### config.mk
export PLATFORM = sky130hd
export DESIGN_NAME = bus_arbiter
export DESIGN_NICKNAME = d
export VERILOG_FILES = /design/src/rtl/bus_arbiter.sv
export SDC_FILE = /design/constraint.sdc
export NUM_CORES = 1
export LEC_CHECK = 0
export CORE_ASPECT_RATIO = 1.4
export CORE_MARGIN = 10
export CORE_UTILIZATION = 35
export CTS_BUF_LIST = sky130_fd_sc_hd__clkbuf_4
export DETAILED_ROUTE_END_ITERATION = 10
export MAX_ROUTING_LAYER = met4
export REMOVE_ABC_BUFFERS = 1
export SLEW_MARGIN = 20
export SYNTH_ARGS = -nofsm -noshare
export SYNTH_HDL_FRONTEND = slang
export SYNTH_SLANG_ARGS = --single-unit
export TNS_END_PERCENT = 10
### constraint.sdc
create_clock -name clk -period 6.9 [get_ports clk]
set_input_delay 0.69 -clock clk [delete_from_list [all_inputs] [get_ports clk]]
set_output_delay 0.69 -clock clk [all_outputs]
set_load 0.005 [all_outputs]
### src/rtl/bus_arbiter.sv
// bus_arbiter: 8-requester round-robin bus arbiter with a bounded hold time.
// Revision: 1.0 - initial release
`default_nettype none

module bus_arbiter #(
   parameter int MAX_HOLD = 8
) (
   input  logic       clk,
   input  logic       rst,
   input  logic [7:0] req,
   output logic [7:0] gnt,
   output logic [2:0] sel,
   output logic       bus_valid,
   output logic       preempt
);

   typedef enum logic [1:0] {
      IDLE    = 2'd0,
      GRANT   = 2'd1,
      RELEASE = 2'd2
   } state_t;

   localparam logic [7:0] HOLD_LIMIT = 8'(MAX_HOLD);

   state_t     state;
   logic [2:0] ptr;
   logic [7:0] hold_cnt;
   logic [2:0] winner;
   logic [2:0] scan_idx;

   // Scan downwards so the candidate closest to ptr is the last one written.
   always_comb begin
      winner   = ptr;
      scan_idx = ptr;
      for (int k = 7; k >= 0; k--) begin
         scan_idx = ptr + 3'(k);
         if (req[scan_idx]) begin
            winner = scan_idx;
         end
      end
   end

   always_ff @(posedge clk) begin
      if (rst) begin
         state     <= IDLE;
         gnt       <= 8'h00;
         sel       <= 3'd0;
         bus_valid <= 1'b0;
         preempt   <= 1'b0;
         ptr       <= 3'd0;
         hold_cnt  <= 8'd0;
      end else begin
         case (state)
            IDLE: begin
               preempt <= 1'b0;
               if (req != 8'h00) begin
                  state     <= GRANT;
                  gnt       <= 8'd1 << winner;
                  sel       <= winner;
                  bus_valid <= 1'b1;
                  hold_cnt  <= 8'd1;
               end else begin
                  gnt       <= 8'h00;
                  bus_valid <= 1'b0;
               end
            end
            GRANT: begin
               if (req[sel] && (hold_cnt < HOLD_LIMIT)) begin
                  hold_cnt <= hold_cnt + 8'd1;
               end else begin
                  // A dropped request wins over expiry, so preempt marks only forced releases.
                  state     <= RELEASE;
                  gnt       <= 8'h00;
                  bus_valid <= 1'b0;
                  preempt   <= req[sel];
                  ptr       <= sel + 3'd1;
                  hold_cnt  <= 8'd0;
               end
            end
            RELEASE: begin
               state     <= IDLE;
               gnt       <= 8'h00;
               bus_valid <= 1'b0;
               preempt   <= 1'b0;
            end
            default: begin
               state     <= IDLE;
               gnt       <= 8'h00;
               bus_valid <= 1'b0;
               preempt   <= 1'b0;
            end
         endcase
      end
   end

endmodule

`default_nettype wire

# Word-level counts from Yosys, hierarchy flattened
# Cells that the tools add are included.
# totals
reg_bits,26
output_inout_bits,13
wordCells,79
# classes
n_addsub,9
n_lt_le_gt_ge,10
n_eq_ne,3
shift,1
muxes,38
bitwise,2
n_reduce_logical,9
# op_table
operator,n
$lt A3 B4 Y1 const B,9
$mux W8,4
$pmux W8 S2,2
$bmux W1 S3,9
$mux W3,8
$add A3 B3 Y3 const B,4
$mux W1,11
$add A8 B1 Y8 const B,1
$lt A8 B4 Y1 const B,1
$reduce_and A2 Y1,4
$reduce_bool A8 Y1,1
$shl A1 B3 Y8 const A,1
$add A3 B1 Y3 const B,2
$add A3 B2 Y3 const B,2
$mux W2,2
$ne A2 B2 Y1 const B,2
$pmux W2 S2,1
$eq A2 B1 Y1 const B,1
$logic_not A2 Y1,1
$not A1 Y1,2
$pmux W1 S2,1
$reduce_bool A2 Y1,1
$reduce_or A2 Y1,1
$logic_and A1 B1 Y1,1

# Depth between registers and ports, before layout
# depth
depth_word,14
depth_mapped,13

# Worst setup path after synthesis
# Ideal clock, no wire load.
# synth_timing
kind,register to register
startpoint,register ptr[0]
endpoint,register gnt[4]
setup_ns,0.087
arrival_ns,2.946
setup_slack_ns,3.867
stages_incl_launch_ff,13
period_less_slack_ns,3.033
cell_sequence,dfxtp_1 buf_6 buf_6 clkinv_1 ha_1 buf_6 mux4_2 nand3_1 o32ai_1 a211o_1 a31o_1 or3_4 o31ai_1
# synth_between
elab_chain_len,14
# synth_rtl
element,line,source
from (decl),26,logic [2:0] ptr;
from (signal assigned),76,ptr <= sel + 3'd1;
$add A3 B3 Y3,36,scan_idx = ptr + 3'(k);
$bmux W1 S3,37,if (req[scan_idx]) begin
$mux W1 (not written as such),37,
$mux W3 (7 in a row),37,
$mux W3 *,37,
$shl A1 B3 Y8 *,58,gnt <= 8'd1 << winner;
$mux W8 *,56,if (req != 8'h00) begin
$pmux W8 S2 *,53,case (state)
to (signal assigned),58,
to (decl),11,"output logic [7:0] gnt,"
# Mark *: on every way between the ends. The rest lies on a longest branch, timed or not. The select of a mux whose other input is x is not followed.
# A chain may end at the register's enable or synchronous reset.

# Final worst setup path
# layout_timing
startpoint,register ptr[0]
endpoint,register gnt[5]
# Same word-level chain as after synthesis.

==> results by group <==
Outcome
  – Result of the run: completed

Worst setup path
  – Arr. time, crit path: 4660 ps
  – Crit-path max FO: 24
  – Type of the worst setup path: reg2reg
  – Startpoint Class: register
  – Cell type of the slowest stage on the worst timing path: dfxtp_1
  – Dominant delay contributor by cell family on the critical path: flip-flops
  – Data required time of the worst path: 7140 ps
  – CP max stage delay: 1000 ps
  – Worst path bufs/invs: 1
  – Critical path capture point type: register
  – CP cell instances: clkinv_1 -> ha_1 -> mux4_2 -> a221oi_2 -> a31oi_1 -> a21o_1 -> a31o_1 -> or3_4 -> o31ai_1

Detailed routing
  – Routed WL: 5180 µm
  – DR vias: 1,799
  – First-iteration detailed-routing DRC count: 99
  – Average via count per standard cell: 5.80
  – Drt first pass iters: 4
  – Routed Antenna Nets: 0
  – Count of unresolved DRC violations after routing: 0
  – Per-cell routed wire length: 16.7 µm

CTS
  – Root buffer cell: clkbuf_4
  – Count of H-tree levels built during CTS: 1
  – # hold bufs at CTS: 0
  – Clock latency on the worst-skew pair: 320 ps
  – Clock-pin transition on the worst setup and hold timing paths: 140 ps
  – Number of sinks handled by clock tree synthesis: 26
  – Num CTS Buffers: 3
  – TritonCTS clock tree: done
  – PostCTS Resize Cnt: 0
  – Post-CTS setup-driven buffer insertion count: 0
  – Deepest clock path buffer count: 2

Die
  – Die Y-Extent: 111 µm
  – Core Area: 5820 µm²
  – Die Area: 9470 µm²
  – Row cnt: 33
  – Horizontal die dimension: 85.2 µm
  – Starting Density: 0.357
  – Top-level port count: 23

STA
  – Share of the clock period used by the worst path: 0.639
  – Worst Hold Slack: 468 ps
  – Unrepaired setup endpoints after global routing: no
  – Setup-violating endpoint count in the final report: 0
  – Final slew viol count: 0
  – Relative slew margins: 0.342
  – Setup TNS: 0 ps
  – Transition time at the pin with the least slew margin: 986 ps
  – Setup slack after layout: 2490 ps
  – Hold violation total from the final report: 0
  – Final critical-path required period: 4410 ps
  – Highest achievable clock rate: 0.227 GHz
  – Fin Clk Skew: 9.17 ps

Yosys
  – Main synth FF type: dfxtp_1
  – Share of async-settable or async-resettable flops after synthesis: 0
  – Syn_area_per_cell: 9.05 µm²
  – Mapped Area: 2080 µm²
  – Post-synth EDFFs: 0
  – Post-synthesis sequential element count: 26
  – Synth cell types: 54
  – Count of mapped cells out of synthesis: 230
  – Synth warn: 0
  – Register area share after synthesis: 0.250

Cells and area
  – Net count of the finished layout: 255
  – Share of cells above drive strength 1: 0.121
  – Non-filler instance count after layout: 310
  – Ant. Diodes: 0
  – Area overhead of the layout relative to synthesis: 12.8%

Run
  – Max-Cap Viols: 0

Global routing
  – Global router's overall resource usage: 0.111
  – Initial antenna violation count: 0
  – Gr ovfl total: 0
  – Global-route wire length before repair: 8840 µm
  – Via count of the first global-routing pass: 1,798
  – Largest net degree at the start of global routing: 25

Place
  – Post-detailed-placement half-perimeter wirelength: 3860 µm
  – Number of I/O port buffers: 22
  – Number of cells in the design after placement: 306
  – Routability-driven placement congestion ratio: 0.866
  – Worst setup timing slack at the placement stage: 2510 ps

Power and ir drop
  – Power per cell area: 342 nW/µm²
  – Peak supply drop: 0.168 mV
  – Static leakage: 0.791 nW
  – Power consumption: 0.000803 W

Worst hold path
  – Type of the tightest min-delay check: reg2reg
-- power by group --
| part | switching (W) | internal (W) |
|---|---|---|
| combinational | 0.000246 | 0.000226 |
| sequential | 0.0000510 | 0.000177 |
| clock | 0.0000450 | 0.0000588 |
-- layout by cell type, fill, tap and decap left out, drive strengths merged, types with 3 or more instances in the layout --
| master | count |
|---|---|
| o31ai | 9 |
| nor2 | 18 |
| a211o | 4 |
| nand3 | 7 |
| clkdlybuf4s50 | 22 |
| inv | 4 |
| nand2 | 26 |
| nor4 | 3 |
| xor2 | 6 |
| and3 | 4 |
| mux2 | 7 |
| o221ai | 3 |
| dfxtp | 26 |
| and2 | 3 |
| o21ai | 6 |
| mux2i | 16 |
| ha | 4 |
| clkbuf | 3 |
| xnor2 | 4 |
| a211oi | 3 |
| nand2b | 3 |
| o21a | 4 |
| mux4 | 12 |
| nor3 | 6 |
| a21oi | 7 |
-- layer usage --
metal / wire [µm] / track usage / up-vias
li1: - / - / 897
met1: 2370 / 0.138 / 870
met2: 2620 / 0.184 / 26
met3: 106 / 0.00956 / 6
met4: 89 / 0.0352 / 0
met5: 0 / - / -
-- area by class of cell --
cell class | instances | area [µm²]
tap | 70 | 87.6
clock buffer | 3 | 22.5
clock inverter | 1 | 30.0
fill | 573 | 3470
timing repair buffer | 22 | 220
multi-input combinational | 183 | 1450
sequential | 26 | 520
inverter | 5 | 18.8
-- cells by family after synthesis --
logic type	Yosys count	share of synthesized area
xor gates and xnor gates	10	0.0457
buffers and inverters	21	0.0541
DFF	26	0.250
muxes	35	0.245
and+or+nand+nor	77	0.175
AOI/OAI and AO/OA	57	0.206
adders and majority gates	4	0.0241
-- through the flow --
| step | utilization | instance area, µm² |
|---|---|---|
| after floorplan | - | 1990 |
| after global placement | 0.394 | 2290 |
| after CTS | 0.403 | 2350 |
| after detailed placement | 0.394 | 2290 |
| after global routing | 0.403 | 2350 |
| final | 0.403 | 2350 |
-- synth_stat cells, types with 2 or more instances --
cell type	count	share of area
and3_1	4	0.012
nand2_1	26	0.047
a21oi_1	6	0.014
xor2_1	6	0.025
inv_1	4	0.0072
mux4_2	12	0.13
mux2i_1	16	0.077
nand2b_1	3	0.0090
clkbuf_2	2	0.0048
a211oi_1	3	0.011
ha_1	4	0.024
o22ai_1	2	0.0060
o21a_1	4	0.014
buf_4	2	0.0072
a31oi_1	2	0.0060
nor3_1	6	0.014
o32ai_1	2	0.0084
mux2_2	7	0.038
nand4_1	2	0.0060
nand3_1	7	0.017
or4_1	2	0.0072
and2_1	3	0.0090
o221ai_1	3	0.013
a21o_1	2	0.0072
buf_6	3	0.016
nor4_1	3	0.0090
dfxtp_1	26	0.25
o31ai_1	9	0.032
o21ai_0	5	0.012
clkbuf_1	8	0.014
a211o_1	3	0.013
o211ai_1	2	0.0072
nor2_1	18	0.032
xnor2_1	3	0.013
-- worst paths after layout --
check,slack (ps),end,startpoint,depth (start not counted)
worst max-delay path,2490,gnt[5],ptr[0],9
worst min-delay path,470,gnt[2],gnt[2],2
worst max register to register,2490,gnt[5],ptr[0],9
worst min register to register,470,gnt[2],gnt[2],2
-- worst reg2reg max path, stage by stage, from the launching register on --
cell,delay [ps]
dfxtp_1,1000
clkinv_1,490
ha_1,900
mux4_2,630
a221oi_2,230
a31oi_1,70
a21o_1,220
a31o_1,220
or3_4,360
o31ai_1,220
-- state kept, by name (all words and copies together) (netlist names) --
signal	count
gnt	8
ptr	3
state	2
hold_cnt	8
bus_valid	1
sel	3
preempt	1
Note: power is estimated with default switching activity, not from simulation.
